==> src/rtl/mskaes_128bits_ks_sched.sv <==
// Round-key sequencer for a masked AES-128 key schedule with an external, pipelined KS round.
// Optional MSKAES_KS_ZERO_ON_IDLE_EN: zero the key buses whenever they are not meaningful.
module mskaes_128bits_ks_sched #(
  parameter int d       = 2,
  parameter int LATENCY = 4
) (
  input  logic             clk,
  input  logic             rst,
  input  logic             in_valid,
  output logic             in_ready,
  input  logic [128*d-1:0] sh_key_in,
  output logic             rk_valid,
  input  logic             rk_ready,
  output logic [128*d-1:0] sh_rk_out,
  output logic [3:0]       rk_idx,
  output logic [128*d-1:0] sh_ks_key_out,
  output logic [8*d-1:0]   sh_ks_rcon,
  input  logic [128*d-1:0] sh_ks_key_in
);

  localparam int KW = 128 * d;
  localparam int CW = $clog2(LATENCY + 2);
  localparam logic [CW-1:0] CNT_LAST = CW'(LATENCY);

  typedef enum logic [1:0] {
    S_IDLE,
    S_EMIT,
    S_RUN
  } state_t;

  state_t          state_q, state_d;
  logic [KW-1:0]   key_q, key_d;
  logic [3:0]      rk_idx_q, rk_idx_d;
  logic [CW-1:0]   cnt_q, cnt_d;
  logic [7:0]      rcon_q, rcon_d;
  logic            in_ready_q, in_ready_d;
  logic            rk_valid_q, rk_valid_d;
  logic            rcon_en_q, rcon_en_d;

  function automatic logic [7:0] xtime(input logic [7:0] a);
    return {a[6:0], 1'b0} ^ (a[7] ? 8'h1B : 8'h00);
  endfunction

  always_comb begin
    state_d  = state_q;
    key_d    = key_q;
    rk_idx_d = rk_idx_q;
    cnt_d    = cnt_q;
    rcon_d   = rcon_q;
    unique case (state_q)
      S_IDLE: begin
        if (in_valid) begin
          key_d    = sh_key_in;
          rk_idx_d = '0;
          rcon_d   = 8'h01;
          cnt_d    = '0;
          state_d  = S_EMIT;
        end
      end
      S_EMIT: begin
        if (rk_ready) begin
          if (rk_idx_q < 4'd10) begin
            cnt_d   = '0;
            state_d = S_RUN;
          end else begin
            state_d = S_IDLE;
          end
        end
      end
      S_RUN: begin
        // The KS round result is only valid in the cycle RCON is presented.
        if (cnt_q == CNT_LAST) begin
          key_d    = sh_ks_key_in;
          rk_idx_d = rk_idx_q + 4'd1;
          rcon_d   = xtime(rcon_q);
          state_d  = S_EMIT;
        end else begin
          cnt_d = cnt_q + CW'(1);
        end
      end
      default: state_d = S_IDLE;
    endcase

    in_ready_d = (state_d == S_IDLE);
    rk_valid_d = (state_d == S_EMIT);
    rcon_en_d  = (state_d == S_RUN) && (cnt_d == CNT_LAST);
  end

  always_ff @(posedge clk) begin
    if (rst) begin
      state_q    <= S_IDLE;
      key_q      <= '0;
      rk_idx_q   <= '0;
      cnt_q      <= '0;
      rcon_q     <= '0;
      in_ready_q <= 1'b1;
      rk_valid_q <= 1'b0;
      rcon_en_q  <= 1'b0;
    end else begin
      state_q    <= state_d;
      key_q      <= key_d;
      rk_idx_q   <= rk_idx_d;
      cnt_q      <= cnt_d;
      rcon_q     <= rcon_d;
      in_ready_q <= in_ready_d;
      rk_valid_q <= rk_valid_d;
      rcon_en_q  <= rcon_en_d;
    end
  end

  assign in_ready = in_ready_q;
  assign rk_valid = rk_valid_q;
  assign rk_idx   = rk_idx_q;

`ifdef MSKAES_KS_ZERO_ON_IDLE_EN
  assign sh_ks_key_out = (state_q == S_RUN) ? key_q : '0;
  assign sh_rk_out     = rk_valid_q ? key_q : '0;
`else
  assign sh_ks_key_out = key_q;
  assign sh_rk_out     = key_q;
`endif

  // RCON is public, so it rides entirely in share 0; the other shares stay zero.
  always_comb begin
    sh_ks_rcon = '0;
    for (int unsigned b = 0; b < 8; b++) begin
      sh_ks_rcon[b*d] = rcon_en_q & rcon_q[b];
    end
  end

endmodule

==> config.mk <==
export PLATFORM = sky130hd
export DESIGN_NAME = mskaes_128bits_ks_sched
export DESIGN_NICKNAME = d
export VERILOG_FILES = /design/src/rtl/mskaes_128bits_ks_sched.sv
export SDC_FILE = /design/constraint.sdc
export NUM_CORES = 1
export LEC_CHECK = 0
export BUFFER_PORTS_ARGS = -buffer_cell sky130_fd_sc_hd__buf_2
export CAP_MARGIN = 10
export CORE_AREA = 2 2 406 408
export DETAILED_ROUTE_END_ITERATION = 10
export DIE_AREA = 0 0 408 410
export PLACE_DENSITY = 0.3
export SLEW_MARGIN = 20
export SYNTH_ARGS = -nofsm -noshare
export SYNTH_HDL_FRONTEND = slang
export SYNTH_SLANG_ARGS = --single-unit
==> constraint.sdc <==
create_clock -name clk -period 3 [get_ports clk]
set_input_delay 0.3 -clock clk [delete_from_list [all_inputs] [get_ports clk]]
set_output_delay 0.3 -clock clk [all_outputs]
set_load 0.02 [all_outputs]
==> results_dict.tcl <==
set metrics [dict create \
    io_pins 1050 \
    crit_type "reg2reg" \
    synth_seq_cells 276 \
    clkPwrFrac_pct 38.8 \
    endpoint_kind "flip-flop" \
    ff2ff_setup_slack_ps 240 \
    cts.path.max_buffers 3 \
    vias 17360 \
    crit_arrival_ps 3290 \
    std_cell_rows 149 \
    yosys.area_share.simple_pct 21.20 \
    r2r-start "cnt_q[0]" \
    drive_above_1_share_pct 41.57 \
    grt_antenna_before_repair 11 \
    die_area_sq_mm 0.1673 \
    detail-route-antenna-nets 0 \
    wl_per_cell_microns 18.05 \
    grt_max_degree 88 \
    synth.avg_cell_area_sq_um 8.156 \
    fin_cells 5265 \
    maxCapViolCount 0 \
    post_cts_buffers 0 \
    worst_pin_slew_ps 646.7 \
    max_freq_ghz 0.3620 \
    worstPathMaxFanout 87 \
    synth_area_sq_mm 0.01475 \
    finalWorstSetupSlack_ps 237.7 \
    p_per_area_mw_per_mm2 526.0 \
    placed_cell_area_sq_mm 0.02052 \
    clk_pin_slew_ps 60 \
    cts_sinks 276 \
    combPwrFrac_pct 30.1 \
    fp.dieW_microns 408 \
    grt-ovfl-total 0 \
    r2r_end "sh_ks_key_out[26]" \
    synth_top_family_by_area "compound AO/OA/AOI/OAI gates" \
    grt_pass1_vias 17610 \
    drv_slew 0 \
    fin_crit_sh_pct 92.08 \
    drt_iter0_drc 714 \
    p_leak_uw 0.01266 \
    area_delta_synth_final_pct 83.67 \
    relSlewSlack_pct 56.89 \
    finalNetCount 3561 \
    first_pass_iters 4 \
    start_kind "flip-flop" \
    hold_start "sh_key_in[241]" \
    coreArea_sq_mm 0.1635 \
    synth_cells 1808 \
    setup_viol 0 \
    dp_hpwl_microns 74390 \
    synthXorXnorAreaFrac_pct 0.2376 \
    min_path_cells 3 \
    power_frac_seq_pct 31.0 \
    rr_worst_depth 9 \
    drt-vias-per-instance 3.297 \
    hold_class "in2reg" \
    synth_compound_area_share_pct 21.29 \
    rsz0062_at_grt "true" \
    synthAdderAreaFrac_pct 0.2546 \
    power.switching_uw 5020 \
    grt_use_total_pct 10.82 \
    finalCriticalPeriod_ps 2762 \
    io_buffers 1041 \
    insertion_delay_ps 600 \
    p_int_uw 9226 \
    swShare_pct 35.24 \
    die_h_microns 410 \
    post-place-ws_ps 761.8 \
    gp_congestion 0.8009 \
    dp_cells 4683 \
    htreeDepth 2 \
    synthMuxAreaShare_pct 0.06788 \
    synthDistinctLibCells 36 \
    cts_buffers 42 \
    ir_worst_vdd_mv 0.3071 \
    hold_viol 0 \
    final_core_util_pct 16.56 \
    wirelength_microns 95040 \
    cts_root_buf "clkbuf_16" \
    finalClockSkew_ps 23.41 \
    tritoncts "yes" \
    drc_errors 0 \
    start_util_pct 9.019 \
    ys_warn_count 0 \
    yosysSeqAreaShare_pct 37.47 \
    required_ps 3530 \
    min_to "sh_ks_key_out[241]" \
    grt_pass1_wl_microns 131100 \
    postLayoutCellArea_sq_mm 0.02708 \
    status "finished, final reports clean" \
]
kinds of logic (layout without fill, tap and decap cells):
kind of cell / count (synthesis) / after routing
other: 1 / 10
adders and majority gates: 3 / 3
buffers and inverters: 419 / 1678
DFF: 276 / 276
xor gates and xnor gates: 4 / 4
and+or+nand+nor: 815 / 815
muxes: 1 / 1
AOI/OAI and AO/OA: 289 / 289
per-layer routing:
| layer | GRT usage [%] | vias to the layer above | part of all wire, % |
|---|---|---|---|
| met4 | 2.516 | 6 | 2.0 |
| met3 | 2.916 | 88 | 6.5 |
| met2 | 18.45 | 597 | 48 |
| li1 | - | 8390 | - |
| met1 | 13.47 | 8279 | 43 |
| met5 | 0 | - | 0.043 |
cells in the mapped netlist:
master    instances  area (sq um)
o21a_1            1         7.510
clkbuf_1         59         221.5
a32oi_1           1         8.760
nand2_1         524          1967
a21o_1            1         7.510
o21ai_0           4         20.02
and2_1            9         56.30
nor2b_1           1         6.260
nand3_1           9         45.04
and2b_1           1         7.510
mux2i_1           1         10.01
a31oi_1           2         12.51
xor2_1            4         35.03
a311o_1           1         10.01
buf_6            23         259.0
dfxtp_1         276          5525
nor3_1            2         10.01
nor2_1          262         983.4
or3_1             1         6.260
a311oi_1        146          1279
nand3_2           1         10.01
a21boi_0          2         15.01
buf_4           282          2117
o21ba_2           1         10.01
inv_1             4         15.01
a211oi_1          2         15.01
a311oi_2        110          1652
nor4b_1           1         8.760
ha_1              3         37.54
a21bo_2           1         10.01
buf_2            51         255.2
a21oi_1          15         75.07
conb_1            1         3.750
nor3b_1           1         7.510
a221oi_1          2         17.52
nand2b_1          3         18.77
sequential cells by signal (all words and copies together), names as in the netlist:
register       count
cnt_q              3
sh_ks_key_out    256
in_ready           1
rcon_en_q          1
rcon_q             8
rk_idx             4
rk_valid           1
state_q            2
worst max path at each step:
stage / startpoint / end / slack [ps]
finish: cnt_q[0] / sh_ks_key_out[26] / 240
CTS: cnt_q[0] / sh_ks_key_out[15] / 220
detailed placement: cnt_q[0] / rk_idx[2] / 760
global placement: cnt_q[0] / rk_idx[2] / 720
floorplan: cnt_q[0] / sh_ks_key_out[244] / 1370
global route: cnt_q[0] / sh_ks_key_out[17] / -10
what timing repair did:
item / 4_1_cts / 5_1_grt
setup endpoints to repair: 0 / 8
gates resized for setup: 0 / 2
hold endpoints to repair: 255 / 0
hold buffers: 504 / 0
cell usage in the layout, fill, tap and decap left out, types with 5 or more instances in the layout:
cell / netlist / routed
buf_2: 51 / 1040
nand2_1: 524 / 524
dlygate4sd3_1: 0 / 504
dfxtp_1: 276 / 276
nor2_1: 262 / 262
a311oi_1: 146 / 146
a311oi_2: 110 / 110
clkbuf_16: 0 / 45
buf_4: 282 / 34
buf_12: 0 / 17
a21oi_1: 15 / 14
clkbuf_8: 0 / 10
and2_1: 9 / 9
nand3_1: 9 / 9
conb_1: 1 / 8
clkbuf_1: 59 / 8
bufinv_16: 0 / 5
area by class of cell:
type,instances,area [sq um]
Clock inverter,13,205.2
Sequential cell,276,5525
Tap cell,2189,2739
Antenna cell,2,5.005
Timing Repair Buffer,1598,10900
Fill cell,18830,136400
Multi-Input combinational cell,1120,6400
Clock buffer,63,1294
Inverter,4,15.01
power groups by stage:
stage / registers [uW] / clock network [uW] / logic (uW)
2_1_floorplan: 4770 / 0 / 2060
4_1_cts: 4440 / 5820 / 4360
6_report: 4420 / 5530 / 4290
3_3_place_gp: 4510 / 0 / 3660
5_1_grt: 4480 / 5900 / 4650
3_5_place_dp: 4520 / 0 / 3640
critical path, cell delays in order (launching register included):
cell and delay [ps]:
dfxtp_1 340, inv_1 90, ha_1 230, nand3_2 140, a21oi_4 240, buf_12 280
buf_16 330, nor2_1 70, a311oi_1 260, dlygate4sd3_1 590
stage by stage:
step	total power [uW]	setup TNS, ps	hold slack (ps)
finish	14250	0	79.23
global route	15030	-21.89	33.17
CTS	14620	0	0.3442
detailed placement	8155	0	465.3
global placement	8164	0	466.8
floorplan	6827	0	440.5
No activity file was read; power rests on OpenSTA's default activity.
